===== config.mk =====
export PLATFORM = sky130hd
export DESIGN_NAME = sdelay_line
export DESIGN_NICKNAME = d
export VERILOG_FILES = /design/src/rtl/sdelay_line.sv
export SDC_FILE = /design/constraint.sdc
export NUM_CORES = 1
export LEC_CHECK = 0
export CAP_MARGIN = 20
export CORE_MARGIN = 2
export CORE_UTILIZATION = 35
export DETAILED_ROUTE_END_ITERATION = 10
export GPL_TIMING_DRIVEN = 0
export PLACE_DENSITY_LB_ADDON = 0.15
export RECOVER_POWER = 25
export SETUP_SLACK_MARGIN = 0.15
export SYNTH_ARGS = -nofsm -noshare
export SYNTH_HDL_FRONTEND = slang
export SYNTH_SLANG_ARGS = --single-unit

===== constraint.sdc =====
create_clock -name clk -period 3.6 [get_ports clk]
set_input_delay 0.72 -clock clk [delete_from_list [all_inputs] [get_ports clk]]
set_output_delay 0.72 -clock clk [all_outputs]
set_load 0.03 [all_outputs]

===== src/rtl/sdelay_line.sv =====
// sdelay_line: clocked, multi-channel, runtime-programmable delay line.
// Each of WIDTH independent channels is delayed by D clock cycles, where D is
// taken from dly (0 -> 1, values above DEPTH clamp to DEPTH). In transport
// mode every sampled transition is reproduced. In inertial mode the output
// only moves once the last D samples agree, so pulses shorter than D are
// swallowed. INVERT=1 complements the registered output.
//
// Ports:
//   clk   in   rising-edge clock
//   rst   in   asynchronous active-high reset (deassertion synchronised by caller)
//   din   in   [WIDTH] channel inputs, sampled every edge
//   dly   in   [DW]    requested delay, takes effect on the sampling edge
//   mode  in   0 = transport, 1 = inertial
//   dout  out  [WIDTH] delayed (optionally inverted) outputs, registered
//   pend  out  [WIDTH] 1 = the last D samples are not all equal to the output
module sdelay_line #(
    parameter int unsigned WIDTH  = 4,
    parameter int unsigned DEPTH  = 8,
    parameter bit          INVERT = 1'b0,
    parameter int unsigned DW     = $clog2(DEPTH + 1)
) (
    input  logic             clk,
    input  logic             rst,
    input  logic [WIDTH-1:0] din,
    input  logic [DW-1:0]    dly,
    input  logic             mode,
    output logic [WIDTH-1:0] dout,
    output logic [WIDTH-1:0] pend
);

    // The window for the current edge is {din, h[0..D-2]}, so the oldest
    // history stage is never observed; it is not stored.
    localparam int unsigned HD = (DEPTH > 1) ? DEPTH - 1 : 1;

    logic [WIDTH-1:0] h_q [HD];
    logic [WIDTH-1:0] h_d [HD];
    logic [WIDTH-1:0] v_q, v_d;
    logic [WIDTH-1:0] pend_q, pend_d;

    logic [31:0]      d_n;
    logic [WIDTH-1:0] win [DEPTH];
    logic [WIDTH-1:0] tap;
    logic [WIDTH-1:0] all1;
    logic [WIDTH-1:0] all0;
    logic [WIDTH-1:0] uni;

    always_comb begin
        // Effective delay
        if (dly == '0) begin
            d_n = 32'd1;
        end else if (dly > DW'(DEPTH)) begin
            d_n = DEPTH;
        end else begin
            d_n = 32'(dly);
        end

        // win[k] = s_(t-k) for the edge being taken now
        win[0] = din;
        for (int unsigned k = 1; k < DEPTH; k++) begin
            win[k] = h_q[k-1];
        end

        h_d[0] = din;
        for (int unsigned k = 1; k < HD; k++) begin
            h_d[k] = h_q[k-1];
        end

        tap  = '0;
        all1 = '1;
        all0 = '1;
        for (int unsigned k = 0; k < DEPTH; k++) begin
            if (k < d_n) begin
                all1 = all1 & win[k];
                all0 = all0 & ~win[k];
            end
            if (k == d_n - 32'd1) begin
                tap = win[k];
            end
        end
        uni = all1 | all0;

        if (mode) begin
            v_d = (uni & din) | (~uni & v_q);
        end else begin
            v_d = tap;
        end

        // A channel is pending when some sample in the window disagrees with v
        pend_d = (v_d & ~all1) | (~v_d & ~all0);
    end

    always_ff @(posedge clk or posedge rst) begin
        if (rst) begin
            for (int unsigned k = 0; k < HD; k++) begin
                h_q[k] <= '0;
            end
            v_q    <= '0;
            pend_q <= '0;
        end else begin
            h_q    <= h_d;
            v_q    <= v_d;
            pend_q <= pend_d;
        end
    end

    assign dout = v_q ^ {WIDTH{INVERT}};
    assign pend = pend_q;

endmodule


==> results of run 1 <==
-- where the power goes --
| group | internal, mW | switching (mW) |
|---|---|---|
| logic | 0.0807 | 0.105 |
| registers | 0.428 | 0.0249 |
| clock network | 0.205 | 0.148 |
| total | 0.714 | 0.278 |
-- synth_stat cells, types with 2 or more instances --
| master | number |
|---|---|
| sky130_fd_sc_hd__nor4b_2 | 2 |
| sky130_fd_sc_hd__dfrtp_1 | 36 |
| sky130_fd_sc_hd__a221oi_1 | 3 |
| sky130_fd_sc_hd__a311oi_1 | 5 |
| sky130_fd_sc_hd__inv_1 | 8 |
| sky130_fd_sc_hd__a21boi_0 | 4 |
| sky130_fd_sc_hd__o32a_1 | 2 |
| sky130_fd_sc_hd__o21bai_1 | 3 |
| sky130_fd_sc_hd__clkbuf_1 | 3 |
| sky130_fd_sc_hd__mux2i_1 | 4 |
| sky130_fd_sc_hd__a21oi_1 | 17 |
| sky130_fd_sc_hd__nor4_1 | 4 |
| sky130_fd_sc_hd__nor2_1 | 22 |
| sky130_fd_sc_hd__a222oi_1 | 2 |
| sky130_fd_sc_hd__buf_2 | 8 |
| sky130_fd_sc_hd__nand2_1 | 15 |
| sky130_fd_sc_hd__nor3_1 | 3 |
| sky130_fd_sc_hd__nor2b_1 | 5 |
| sky130_fd_sc_hd__nand3_1 | 5 |
| sky130_fd_sc_hd__nor2_2 | 2 |
| sky130_fd_sc_hd__o21ba_2 | 2 |
| sky130_fd_sc_hd__mux2_2 | 6 |
| sky130_fd_sc_hd__o21ai_0 | 18 |
| sky130_fd_sc_hd__a22o_1 | 2 |
| sky130_fd_sc_hd__nand2b_1 | 5 |
| sky130_fd_sc_hd__o22ai_1 | 7 |
| sky130_fd_sc_hd__a21o_1 | 4 |
| sky130_fd_sc_hd__a31oi_1 | 3 |
-- worst register-to-register path, stage by stage (launching register included) --
cell	delay, ns
sky130_fd_sc_hd__dfrtp_1	0.47
sky130_fd_sc_hd__o21ai_0	0.19
sky130_fd_sc_hd__a221oi_1	0.11
sky130_fd_sc_hd__nor4_1	0.47
sky130_fd_sc_hd__o21ba_2	0.22
sky130_fd_sc_hd__mux2_2	0.25
-- path summary, 6_finish.rpt --
check                                      start                 to  slack [ns]  cells after the start
min in group asynchronous                    rst   h_d[2]$_DFF_PP0_        0.89                      2
worst max-delay path                      dly[2]  pend[2]$_DFF_PP0_        0.93                      8
max in group asynchronous                    rst  h_d[13]$_DFF_PP0_        2.14                      3
worst min register to register  h_d[2]$_DFF_PP0_   h_q[2]$_DFF_PP0_        0.43                      0
worst max register to register  h_d[9]$_DFF_PP0_  dout[1]$_DFF_PP0_        1.78                      5
worst min-delay path            h_d[2]$_DFF_PP0_   h_q[2]$_DFF_PP0_        0.43                      0
-- cells in the final DEF, fill, tap and decap left out, types with 2 or more instances in the layout --
cell type	n
sky130_fd_sc_hd__a21boi_0	4
sky130_fd_sc_hd__a21o_1	4
sky130_fd_sc_hd__a21oi_1	17
sky130_fd_sc_hd__a221oi_1	3
sky130_fd_sc_hd__a222oi_1	2
sky130_fd_sc_hd__a22o_1	2
sky130_fd_sc_hd__a311oi_1	5
sky130_fd_sc_hd__a31oi_1	3
sky130_fd_sc_hd__buf_2	8
sky130_fd_sc_hd__clkbuf_1	3
sky130_fd_sc_hd__clkbuf_8	5
sky130_fd_sc_hd__clkdlybuf4s50_1	15
sky130_fd_sc_hd__dfrtp_1	36
sky130_fd_sc_hd__inv_1	8
sky130_fd_sc_hd__mux2_2	6
sky130_fd_sc_hd__mux2i_1	4
sky130_fd_sc_hd__nand2_1	15
sky130_fd_sc_hd__nand2b_1	5
sky130_fd_sc_hd__nand3_1	5
sky130_fd_sc_hd__nor2_1	22
sky130_fd_sc_hd__nor2_2	2
sky130_fd_sc_hd__nor2b_1	5
sky130_fd_sc_hd__nor3_1	3
sky130_fd_sc_hd__nor4_1	4
sky130_fd_sc_hd__nor4b_2	2
sky130_fd_sc_hd__o21ai_0	18
sky130_fd_sc_hd__o21ba_2	2
sky130_fd_sc_hd__o21bai_1	3
sky130_fd_sc_hd__o22ai_1	7
sky130_fd_sc_hd__o32a_1	2
-- routing by layer --
layer	part of all wire, %	vias to the layer above	track usage [%]	routed length [um]
met5	0	-	0	0
met3	5.8	8	3.60	293
met2	46	47	26.8	2360
met4	1.5	0	6.10	77
met1	46	816	24.2	2350
li1	-	851	-	-
-- stage by stage --
stage          total power [mW]  instances  setup WS (ns)  instance area (um^2)  util, %
2_1_floorplan             0.582        216          0.932                  2030        -
3_3_place_gp              0.642        303          0.636                  2270     41.0
3_5_place_dp              0.646        304          0.635                  2300     41.5
4_1_cts                    1.00        312          0.938                  2410     43.5
5_1_grt                    1.05        312          0.712                  2410     43.5
6_report                  0.992        312          0.928                  2410     43.5
-- logic make-up (layout without fill, tap and decap cells) --
| logic type | count (synthesis) | count (layout) |
|---|---|---|
| fa+ha+maj | 1 | 1 |
| mux | 10 | 10 |
| flops | 36 | 36 |
| compound gates | 80 | 80 |
| buf+inv | 22 | 46 |
| simple gates | 67 | 67 |
-- sequential cells by signal (all words and copies together) (netlist names) --
| register | cells |
|---|---|
| h_d | 24 |
| dout | 4 |
| pend | 4 |
| h_q | 4 |
-- area by class of cell --
cell class                 count  area (um^2)  share of cell area, %
buffer                        14         73.8                   3.06
clock buffer                   5         68.8                   2.86
clock inverter                 3         42.5                   1.77
inverter                       8         30.0                   1.25
multi-input combinational    158         1020                   42.5
sequential                    36          901                   37.4
tap                           72         90.1                   3.74
timing repair buffer          16          178                   7.38
==> results_tabular.tex, run 1 <==
\begin{tabular}{lr}
\hline
Metric & Value \\
\hline
\multicolumn{2}{l}{\textbf{Run status}} \\
\quad Outcome & complete, no violations \\
\multicolumn{2}{l}{\textbf{Routing}} \\
\quad Count of vias placed by the detailed router & 1722 \\
\quad Drt pass-1 iters & 5 \\
\quad Number of DRC violations after detailed-routing iteration 0 & 148 \\
\quad Antenna-violating nets left & 0 \\
\quad Vias per inst & 5.52 \\
\quad Count of unresolved DRC violations after routing & 0 \\
\quad Average detailed-routed wire length per instance & 16.3 um \\
\quad Post-detailed-routing wire length & 5080 um \\
\multicolumn{2}{l}{\textbf{Timing}} \\
\quad Worst setup skew after layout & 0.00513 ns \\
\quad Unrepaired setup endpoints after global routing & false \\
\quad Final critical-path share of the clock period & 74.2\% \\
\quad Max-slew headroom at the worst pin & 44.2\% \\
\quad Transition at the pin with the smallest max-transition slack & 0.836 ns \\
\quad Hold Vio Cnt, Final & 0 \\
\quad Setup\_tns & 0 ns \\
\quad Minimum clock period after layout & 2.67 ns \\
\quad Maximum operating frequency & 374 MHz \\
\quad Number of max-slew violations in the final report & 0 \\
\quad Final count of negative-setup-slack endpoints & 0 \\
\quad Post-Route Hold Slack & 0.434 ns \\
\multicolumn{2}{l}{\textbf{Synth}} \\
\quad Top cells by area, synth & sky130\_fd\_sc\_hd\_\_dfrtp\_1 (44\%), sky130\_fd\_sc\_hd\_\_o21ai\_0 (4.4\%), sky130\_fd\_sc\_hd\_\_a21oi\_1 (4.2\%) \\
\quad Mapped Nets & 228 \\
\quad Fraction of synthesis flops using an asynchronous set or reset pin & 100\% \\
\quad Post-synthesis compound-gate area fraction & 27.6\% \\
\quad Post-synth top area share & 44.4\% \\
\quad Synth Warn \# & 0 \\
\quad Synthesized area & 2030 um\^{}2 \\
\quad Avg Cell Area, Syn & 9.40 um\^{}2 \\
\quad Post-synth top area cell & sky130\_fd\_sc\_hd\_\_dfrtp\_1 \\
\quad Synthesized flop and latch total & 36 \\
\quad Proportion of synthesized chip area in sequential cells & 44.4\% \\
\quad Simple logic cell fraction of the synthesized area & 17.0\% \\
\quad Number of cells produced by synthesis & 216 \\
\quad Number of distinct library cells after synthesis & 44 \\
\quad Count of flip-flops with a built-in enable after synthesis & 0 \\
\quad Post-synthesis mux area share & 5.30\% \\
\quad Dominant combinational cell family by area after synthesis & compound AO/OA/AOI/OAI gates \\
\quad Share of synthesized cell area in full adder, half adder and majority cells & 0.617\% \\
\quad Xor and xnor fraction of the mapped netlist area & 0\% \\
\quad Primary FF master, synth & sky130\_fd\_sc\_hd\_\_dfrtp\_1 \\
\multicolumn{2}{l}{\textbf{Worst setup path}} \\
\quad Nature of the critical path endpoint & flop \\
\quad Kind of critical path & primary input to flop \\
\quad Library cell contributing the largest single delay on the critical path & sky130\_fd\_sc\_hd\_\_a2111oi\_1 \\
\quad Cell family contributing the most delay on the critical path & compound AO/OA/AOI/OAI gates \\
\quad Critical Path AT & 2.83 ns \\
\quad Crit-path max cell delay & 0.54 ns \\
\quad Data required, critical path & 3.76 ns \\
\quad Bufs and invs on worst path & 2 \\
\quad Launching element type of the critical path & primary input \\
\quad Worst-path cell chain & clkdlybuf4s50\_1 -> buf\_2 -> nor2\_2 -> a21boi\_0 -> a21oi\_1 -> a2111oi\_1 -> a21o\_1 -> o22ai\_1 \\
\quad Largest fanout of any net on the critical path & 10 \\
\multicolumn{2}{l}{\textbf{Clocking}} \\
\quad Gates resized, CTS repair & 0 \\
\quad TritonCTS clock tree & built \\
\quad Latest clock arrival within the worst-skew pair & 0.30 ns \\
\quad Number of buffers between clock root and the deepest sink & 2 \\
\quad Clock tree sinks & 36 \\
\quad H-tree depth reported by CTS & 2 \\
\quad Clock-pin slew reported for the worst setup and hold paths after clock tree synthesis & 0.07 ns \\
\quad Inserted Clock Buffers & 5 \\
\quad Hold-fix buffers, CTS & 0 \\
\quad Clk root buf & sky130\_fd\_sc\_hd\_\_clkbuf\_8 \\
\quad Post CTS Setup Buffer Count & 0 \\
\multicolumn{2}{l}{\textbf{Layout}} \\
\quad Count of inserted antenna diode cells & 0 \\
\quad Layout filler cell count & 545 \\
\quad Ratio of cells with drive above 1 in the final layout & 15.0\% \\
\quad Net count of the finished layout & 251 \\
\quad Area growth from synthesis to layout & 18.7\% \\
\multicolumn{2}{l}{\textbf{Placed design}} \\
\quad Global placement routability congestion & 0.821 \\
\quad Half-perimeter wire length after placement & 3600 um \\
\quad Count of input and output buffers & 15 \\
\multicolumn{2}{l}{\textbf{Floorplanning}} \\
\quad Die outline area & 6420 um\^{}2 \\
\quad Core region area & 5540 um\^{}2 \\
\quad Die Width & 80.1 um \\
\quad Floorplan row count & 27 \\
\quad Starting Density & 36.6\% \\
\quad Ports & 19 \\
\quad Die Ht & 80.1 um \\
\multicolumn{2}{l}{\textbf{Global route}} \\
\quad Antenna violations before repair & 0 \\
\quad Aggregate global routing overflow & 0 \\
\quad Largest net degree at the start of global routing & 20 \\
\quad Gr usage total & 17.4\% \\
\quad Via count of the first global-routing pass & 1657 \\
\quad First-pass GRT wire length & 8460 um \\
\multicolumn{2}{l}{\textbf{Power and ir drop}} \\
\quad Power density of the placed cells & 412 nW/um\^{}2 \\
\quad P\_leak & 0.979 nW \\
\quad Peak supply drop & 230 uV \\
\multicolumn{2}{l}{\textbf{Flow run}} \\
\quad Max-capacitance violation count & 0 \\
\multicolumn{2}{l}{\textbf{Hold path}} \\
\quad Worst hold path type & flop to flop \\
\hline
\end{tabular}
Note: power is estimated with default switching activity, not from simulation.
==> run 2, diff against run 1 <==
==> constraint.sdc (replaced) <==
create_clock -name clk -period 2.55 [get_ports clk]
set_input_delay 0.51 -clock clk [delete_from_list [all_inputs] [get_ports clk]]
set_output_delay 0.51 -clock clk [all_outputs]
set_load 0.03 [all_outputs]
==> run 2 against run 1 <==
  * Worst hold slack improved by 0.0016 ns
  * Final cell count did not move
  * Power rose by 46%
==> results_tabular.tex, run 2 (synthesized netlist as in run 1, its figures left out) <==
\begin{tabular}{lr}
\hline
Metric & Value \\
\hline
\multicolumn{2}{l}{\textbf{Run status}} \\
\quad Outcome & complete, no violations \\
\multicolumn{2}{l}{\textbf{Timing}} \\
\quad Unrepaired setup endpoints after global routing & true \\
\quad Transition at the pin with the smallest max-transition slack & 0.769 ns \\
\quad Max-slew headroom at the worst pin & 48.7\% \\
\quad Final critical-path share of the clock period & 90.1\% \\
\quad Worst setup skew after layout & 0.00542 ns \\
\quad Minimum clock period after layout & 2.30 ns \\
\quad Number of max-slew violations in the final report & 0 \\
\quad Post-Route Hold Slack & 0.435 ns \\
\quad Final count of negative-setup-slack endpoints & 0 \\
\quad Maximum operating frequency & 435 MHz \\
\quad Setup\_tns & 0 ns \\
\quad Hold Vio Cnt, Final & 0 \\
\multicolumn{2}{l}{\textbf{Floorplanning}} \\
\quad Die outline area & 6420 um\^{}2 \\
\quad Starting Density & 36.6\% \\
\quad Ports & 19 \\
\quad Core region area & 5540 um\^{}2 \\
\quad Floorplan row count & 27 \\
\quad Die Width & 80.1 um \\
\quad Die Ht & 80.1 um \\
\multicolumn{2}{l}{\textbf{Routing}} \\
\quad Antenna-violating nets left & 0 \\
\quad Drt pass-1 iters & 4 \\
\quad Post-detailed-routing wire length & 5040 um \\
\quad Number of DRC violations after detailed-routing iteration 0 & 170 \\
\quad Count of unresolved DRC violations after routing & 0 \\
\quad Vias per inst & 5.53 \\
\quad Count of vias placed by the detailed router & 1725 \\
\quad Average detailed-routed wire length per instance & 16.2 um \\
\multicolumn{2}{l}{\textbf{Worst setup path}} \\
\quad Data required, critical path & 2.69 ns \\
\quad Critical Path AT & 2.44 ns \\
\quad Nature of the critical path endpoint & flop \\
\quad Crit-path max cell delay & 0.52 ns \\
\quad Cell type with the highest occurrence count on the critical path & sky130\_fd\_sc\_hd\_\_buf\_6 \\
\quad Kind of critical path & primary input to flop \\
\quad Largest fanout of any net on the critical path & 10 \\
\quad Worst-path cell chain & buf\_6 -> buf\_6 -> clkbuf\_1 -> ha\_4 -> or4b\_4 -> a311oi\_2 -> o221ai\_2 -> o31ai\_2 -> a21o\_1 -> o22ai\_1 \\
\quad Library cell contributing the largest single delay on the critical path & sky130\_fd\_sc\_hd\_\_or4b\_4 \\
\quad Launching element type of the critical path & primary input \\
\multicolumn{2}{l}{\textbf{Power and ir drop}} \\
\quad P\_leak & 1.01 nW \\
\quad Power density of the placed cells & 584 nW/um\^{}2 \\
\quad Total power & 1.45 mW \\
\quad Peak supply drop & 302 uV \\
\multicolumn{2}{l}{\textbf{Layout}} \\
\quad Final design utilization & 44.8\% \\
\quad Ratio of cells with drive above 1 in the final layout & 17.9\% \\
\quad Leading cell types in the layout, fill and taps excluded & sky130\_fd\_sc\_hd\_\_dfrtp\_1 (36), sky130\_fd\_sc\_hd\_\_nor2\_1 (22), sky130\_fd\_sc\_hd\_\_o21ai\_0 (18) \\
\quad Area growth from synthesis to layout & 22.4\% \\
\quad Flip-flop count of the largest register, all copies and words added & 24 \\
\quad Count of inserted antenna diode cells & 0 \\
\quad Most common cell after layout, fill and taps aside & sky130\_fd\_sc\_hd\_\_dfrtp\_1 \\
\quad Final cell area excluding filler cells & 2480 um\^{}2 \\
\quad Net count of the finished layout & 251 \\
\multicolumn{2}{l}{\textbf{Hold path}} \\
\quad Worst hold path type & flop to flop \\
\multicolumn{2}{l}{\textbf{Placed design}} \\
\quad Count of input and output buffers & 15 \\
\quad Placement-stage cell area & 2300 um\^{}2 \\
\quad Half-perimeter wire length after placement & 3580 um \\
\quad Global placement routability congestion & 0.824 \\
\multicolumn{2}{l}{\textbf{Clocking}} \\
\quad Latest clock arrival within the worst-skew pair & 0.28 ns \\
\quad Number of buffers between clock root and the deepest sink & 2 \\
\quad Clock tree sinks & 36 \\
\quad Inserted Clock Buffers & 5 \\
\quad Clock-pin slew reported for the worst setup and hold paths after clock tree synthesis & 0.07 ns \\
\quad H-tree depth reported by CTS & 2 \\
\quad Hold-fix buffers, CTS & 0 \\
\quad Clk root buf & sky130\_fd\_sc\_hd\_\_clkbuf\_8 \\
\quad TritonCTS clock tree & built \\
\multicolumn{2}{l}{\textbf{Global route}} \\
\quad Gr usage total & 17.2\% \\
\quad Aggregate global routing overflow & 0 \\
\quad Largest net degree at the start of global routing & 20 \\
\quad Antenna violations before repair & 0 \\
\quad First-pass GRT wire length & 8360 um \\
\quad Via count of the first global-routing pass & 1612 \\
\multicolumn{2}{l}{\textbf{Flow run}} \\
\quad Max-capacitance violation count & 0 \\
\hline
\end{tabular}
==> run 2: changes by cell type in the layout (fill, tap and decap cells not counted), sizes merged <==
cell / previous run / this run
clkinvlp: 1 / 0
clkinv: 1 / 0
buf: 12 / 10
clkbuf: 8 / 12
==> run 2: final cells by class <==
type	count	area [um^2]
buffer	14	93.8
clock inverter	1	30.0
sequential	36	901
clock buffer	7	96.3
inverter	8	30.0
timing repair buffer	16	178
multi-input combinational	158	1060
fill	539	3060
tap	72	90.1
==> run 2: worst max-delay path, delay by kind of cell <==
kind / cells / cell delay, ns
simple gates: 1 / 0.52
compound gates: 5 / 0.76
fa+ha+maj: 1 / 0.27
buf+inv: 3 / 0.39
==> run 2: final timing paths <==
check / from / end / slack, ns / cells past startpoint
setup reg to reg: h_d[11]$_DFF_PP0_ / dout[3]$_DFF_PP0_ / 0.77 / 5
setup / recovery: dly[3] / pend[2]$_DFF_PP0_ / 0.25 / 10
min in group asynchronous: rst / h_d[18]$_DFF_PP0_ / 0.66 / 2
hold / removal: h_d[18]$_DFF_PP0_ / h_d[14]$_DFF_PP0_ / 0.44 / 0
hold reg to reg: h_d[18]$_DFF_PP0_ / h_d[14]$_DFF_PP0_ / 0.44 / 0
max in group asynchronous: rst / h_d[17]$_DFF_PP0_ / 1.35 / 3
==> run 2: power breakdown <==
group / switching [mW] / internal [mW]
clock network: 0.191 / 0.345
logic: 0.152 / 0.120
registers: 0.0355 / 0.605
==> run 2: through the flow <==
stage | instances | setup WS [ns]
5_1_grt | 312 | 0.137
2_1_floorplan | 216 | 0.152
3_5_place_dp | 304 | -0.143
3_3_place_gp | 303 | -0.158
4_1_cts | 312 | 0.173
6_report | 312 | 0.253
==> run 2: per-layer routing <==
layer | vias to the layer above | part of all wire (%) | GRT usage (%)
met5 | - | 0 | 0
met4 | 0 | 0.97 | 6.78
met3 | 5 | 4.4 | 3.60
met2 | 35 | 47 | 25.6
met1 | 832 | 48 | 24.4
li1 | 853 | - | -
==> run 2: what timing repair did <==
| item | CTS | global route |
|---|---|---|
| gates resized for setup | 0 | 16 |
| setup buffers | 0 | 0 |
| endpoints found under the setup margin | 0 | 8 |
==> run 3, diff against run 2 <==
==> constraint.sdc (replaced) <==
create_clock -name clk -period 2.5 [get_ports clk]
set_input_delay 0.5 -clock clk [delete_from_list [all_inputs] [get_ports clk]]
set_output_delay 0.5 -clock clk [all_outputs]
set_load 0.03 [all_outputs]
==> run 3 against run 2 <==
  * Critical path depth unchanged
  * Via count increased by 2.8%
  * Die area unchanged
  * Clock-buffer cell count unchanged
  * Critical path type unchanged
  * Clock power is 15% lower
  * Power down 4.3%
  * Worst hold slack got worse by 0.0080 ns
  * Utilization shrank 0.23 points
==> results_tabular.tex, run 3 (synthesized netlist as in run 1, its figures left out) <==
\begin{tabular}{lr}
\hline
Metric & Value \\
\hline
\multicolumn{2}{l}{\textbf{Timing}} \\
\quad Transition at the pin with the smallest max-transition slack & 0.743 ns \\
\quad Unrepaired setup endpoints after global routing & false \\
\quad Maximum operating frequency & 443 MHz \\
\quad Worst setup skew after layout & 0.00211 ns \\
\quad Hold Vio Cnt, Final & 0 \\
\quad Minimum clock period after layout & 2.26 ns \\
\quad Post-Route Hold Slack & 0.427 ns \\
\quad Max-slew headroom at the worst pin & 50.4\% \\
\quad Number of max-slew violations in the final report & 0 \\
\quad Final count of negative-setup-slack endpoints & 0 \\
\quad Final critical-path share of the clock period & 90.3\% \\
\quad Setup\_tns & 0 ns \\
\multicolumn{2}{l}{\textbf{Layout}} \\
\quad Most common cell after layout, fill and taps aside & sky130\_fd\_sc\_hd\_\_dfrtp\_1 \\
\quad Count of inserted antenna diode cells & 0 \\
\quad Area growth from synthesis to layout & 21.8\% \\
\quad Final cell area excluding filler cells & 2470 um\^{}2 \\
\quad Leading cell types in the layout, fill and taps excluded & sky130\_fd\_sc\_hd\_\_dfrtp\_1 (36), sky130\_fd\_sc\_hd\_\_nor2\_1 (22), sky130\_fd\_sc\_hd\_\_o21ai\_0 (18) \\
\quad Flip-flop count of the largest register, all copies and words added & 24 \\
\quad Net count of the finished layout & 251 \\
\quad Ratio of cells with drive above 1 in the final layout & 18.0\% \\
\quad Layout filler cell count & 558 \\
\multicolumn{2}{l}{\textbf{Power and ir drop}} \\
\quad Reported net switching power & 402 uW \\
\quad Clock power frac & 32.7\% \\
\quad Sequential power share & 47.1\% \\
\quad Power density of the placed cells & 561 nW/um\^{}2 \\
\quad Peak supply drop & 194 uV \\
\quad Net Sw Frac & 29.0\% \\
\quad Total power & 1.39 mW \\
\quad Internal Pwr Total & 985 uW \\
\quad P\_leak & 0.992 nW \\
\quad Proportion of power drawn by combinational gates & 20.2\% \\
\multicolumn{2}{l}{\textbf{Placed design}} \\
\quad Global placement routability congestion & 0.814 \\
\quad Count of input and output buffers & 15 \\
\quad Half-perimeter wire length after placement & 3650 um \\
\quad Placement-stage cell area & 2310 um\^{}2 \\
\multicolumn{2}{l}{\textbf{Worst setup path}} \\
\quad Data required, critical path & 2.65 ns \\
\quad Bufs and invs on worst path & 3 \\
\quad Launching element type of the critical path & primary input \\
\quad Worst-path cell chain & buf\_8 -> inv\_1 -> buf\_2 -> ha\_4 -> or4b\_4 -> a311oi\_2 -> o221ai\_2 -> o31ai\_2 -> a21o\_1 -> o22ai\_1 \\
\quad Cell family contributing the most delay on the critical path & compound AO/OA/AOI/OAI gates \\
\quad Kind of critical path & primary input to flop \\
\quad Largest fanout of any net on the critical path & 10 \\
\quad Library cell contributing the largest single delay on the critical path & sky130\_fd\_sc\_hd\_\_or4b\_4 \\
\quad Crit-path max cell delay & 0.51 ns \\
\quad Nature of the critical path endpoint & flop \\
\quad Critical Path AT & 2.41 ns \\
\multicolumn{2}{l}{\textbf{Global route}} \\
\quad Aggregate global routing overflow & 0 \\
\quad Antenna violations before repair & 0 \\
\quad First-pass GRT wire length & 8660 um \\
\quad Largest net degree at the start of global routing & 21 \\
\quad Gr usage total & 17.5\% \\
\quad Via count of the first global-routing pass & 1725 \\
\multicolumn{2}{l}{\textbf{Routing}} \\
\quad Average detailed-routed wire length per instance & 16.8 um \\
\quad Count of unresolved DRC violations after routing & 0 \\
\quad Antenna-violating nets left & 0 \\
\quad Vias per inst & 5.70 \\
\quad Post-detailed-routing wire length & 5210 um \\
\quad Number of DRC violations after detailed-routing iteration 0 & 165 \\
\quad Drt pass-1 iters & 5 \\
\quad Count of vias placed by the detailed router & 1774 \\
\multicolumn{2}{l}{\textbf{Floorplanning}} \\
\quad Ports & 19 \\
\quad Die Width & 80.1 um \\
\quad Starting Density & 36.6\% \\
\quad Die outline area & 6420 um\^{}2 \\
\quad Floorplan row count & 27 \\
\quad Die Ht & 80.1 um \\
\quad Core region area & 5540 um\^{}2 \\
\multicolumn{2}{l}{\textbf{Clocking}} \\
\quad TritonCTS clock tree & built \\
\quad H-tree depth reported by CTS & 2 \\
\quad Clock-pin slew reported for the worst setup and hold paths after clock tree synthesis & 0.07 ns \\
\quad Clock tree sinks & 36 \\
\quad Number of buffers between clock root and the deepest sink & 2 \\
\quad Latest clock arrival within the worst-skew pair & 0.29 ns \\
\quad Clk root buf & sky130\_fd\_sc\_hd\_\_clkbuf\_8 \\
\quad Inserted Clock Buffers & 5 \\
\quad Post CTS Setup Buffer Count & 0 \\
\multicolumn{2}{l}{\textbf{Run status}} \\
\quad Outcome & complete, no violations \\
\multicolumn{2}{l}{\textbf{Flow run}} \\
\quad Max-capacitance violation count & 0 \\
\multicolumn{2}{l}{\textbf{Hold path}} \\
\quad Worst hold path type & flop to flop \\
\hline
\end{tabular}
[run 3: final timing paths]
path,from,endpoint,slack [ns],cells after the start
worst max-delay path,dly[3],pend[2]$_DFF_PP0_,0.24,10
worst min-delay path,h_d[1]$_DFF_PP0_,h_q[1]$_DFF_PP0_,0.43,0
worst max register to register,h_d[11]$_DFF_PP0_,dout[3]$_DFF_PP0_,0.71,5
worst min register to register,h_d[1]$_DFF_PP0_,h_q[1]$_DFF_PP0_,0.43,0
max in group asynchronous,rst,h_q[0]$_DFF_PP0_,1.31,3
min in group asynchronous,rst,pend[3]$_DFF_PP0_,0.64,2
[run 3: worst register-to-register path: stages (launching register included)]
cell and delay (ns):
sky130_fd_sc_hd__dfrtp_1 0.46, sky130_fd_sc_hd__o21ai_0 0.18, sky130_fd_sc_hd__a221oi_1 0.12, sky130_fd_sc_hd__nor4_1 0.45, sky130_fd_sc_hd__o21ba_2 0.22, sky130_fd_sc_hd__mux2_2 0.25
[run 3: cell type report]
type | count | area [um^2] | share of cell area [%]
Clock buffer | 7 | 96.3 | 3.90
Inverter | 8 | 30.0 | 1.22
Timing Repair Buffer | 16 | 178 | 7.19
Multi-Input combinational cell | 158 | 1080 | 43.9
Sequential cell | 36 | 901 | 36.5
Tap cell | 72 | 90.1 | 3.65
Buffer | 14 | 91.3 | 3.70
[run 3: per-stage QoR]
stage | util [%] | worst slack (ns) | std cells
after floorplan | - | 0.136 | 216
after global placement | 41.2 | -0.219 | 303
after detailed placement | 41.7 | -0.164 | 304
after CTS | 43.5 | 0.152 | 311
after global routing | 44.6 | 0.149 | 311
final | 44.6 | 0.242 | 311
[run 3: what timing repair did]
| action | 4_1_cts | 5_1_grt |
|---|---|---|
| hold buffers | 0 | 0 |
| hold endpoints to repair | 0 | 0 |
| endpoints found under the setup margin | 1 | 8 |
| gates resized for setup | 1 | 9 |
[run 3: power groups by stage]
| stage | combinational, mW | clock, mW | sequential [mW] |
|---|---|---|---|
| floorplan | 0.161 | 0 | 0.678 |
| global placement | 0.262 | 0 | 0.665 |
| detailed placement | 0.269 | 0 | 0.664 |
| CTS | 0.271 | 0.462 | 0.653 |
| global route | 0.308 | 0.487 | 0.659 |
| finish | 0.280 | 0.454 | 0.654 |
[run 3: layer usage]
layer  part of all wire (%)  global-route usage, %  wire (um)
met1                     45                   23.9       2340
met2                     48                   28.2       2490
met4                    1.1                   5.25         59
met5                      0                      0          0
met3                    6.2                   3.48        322
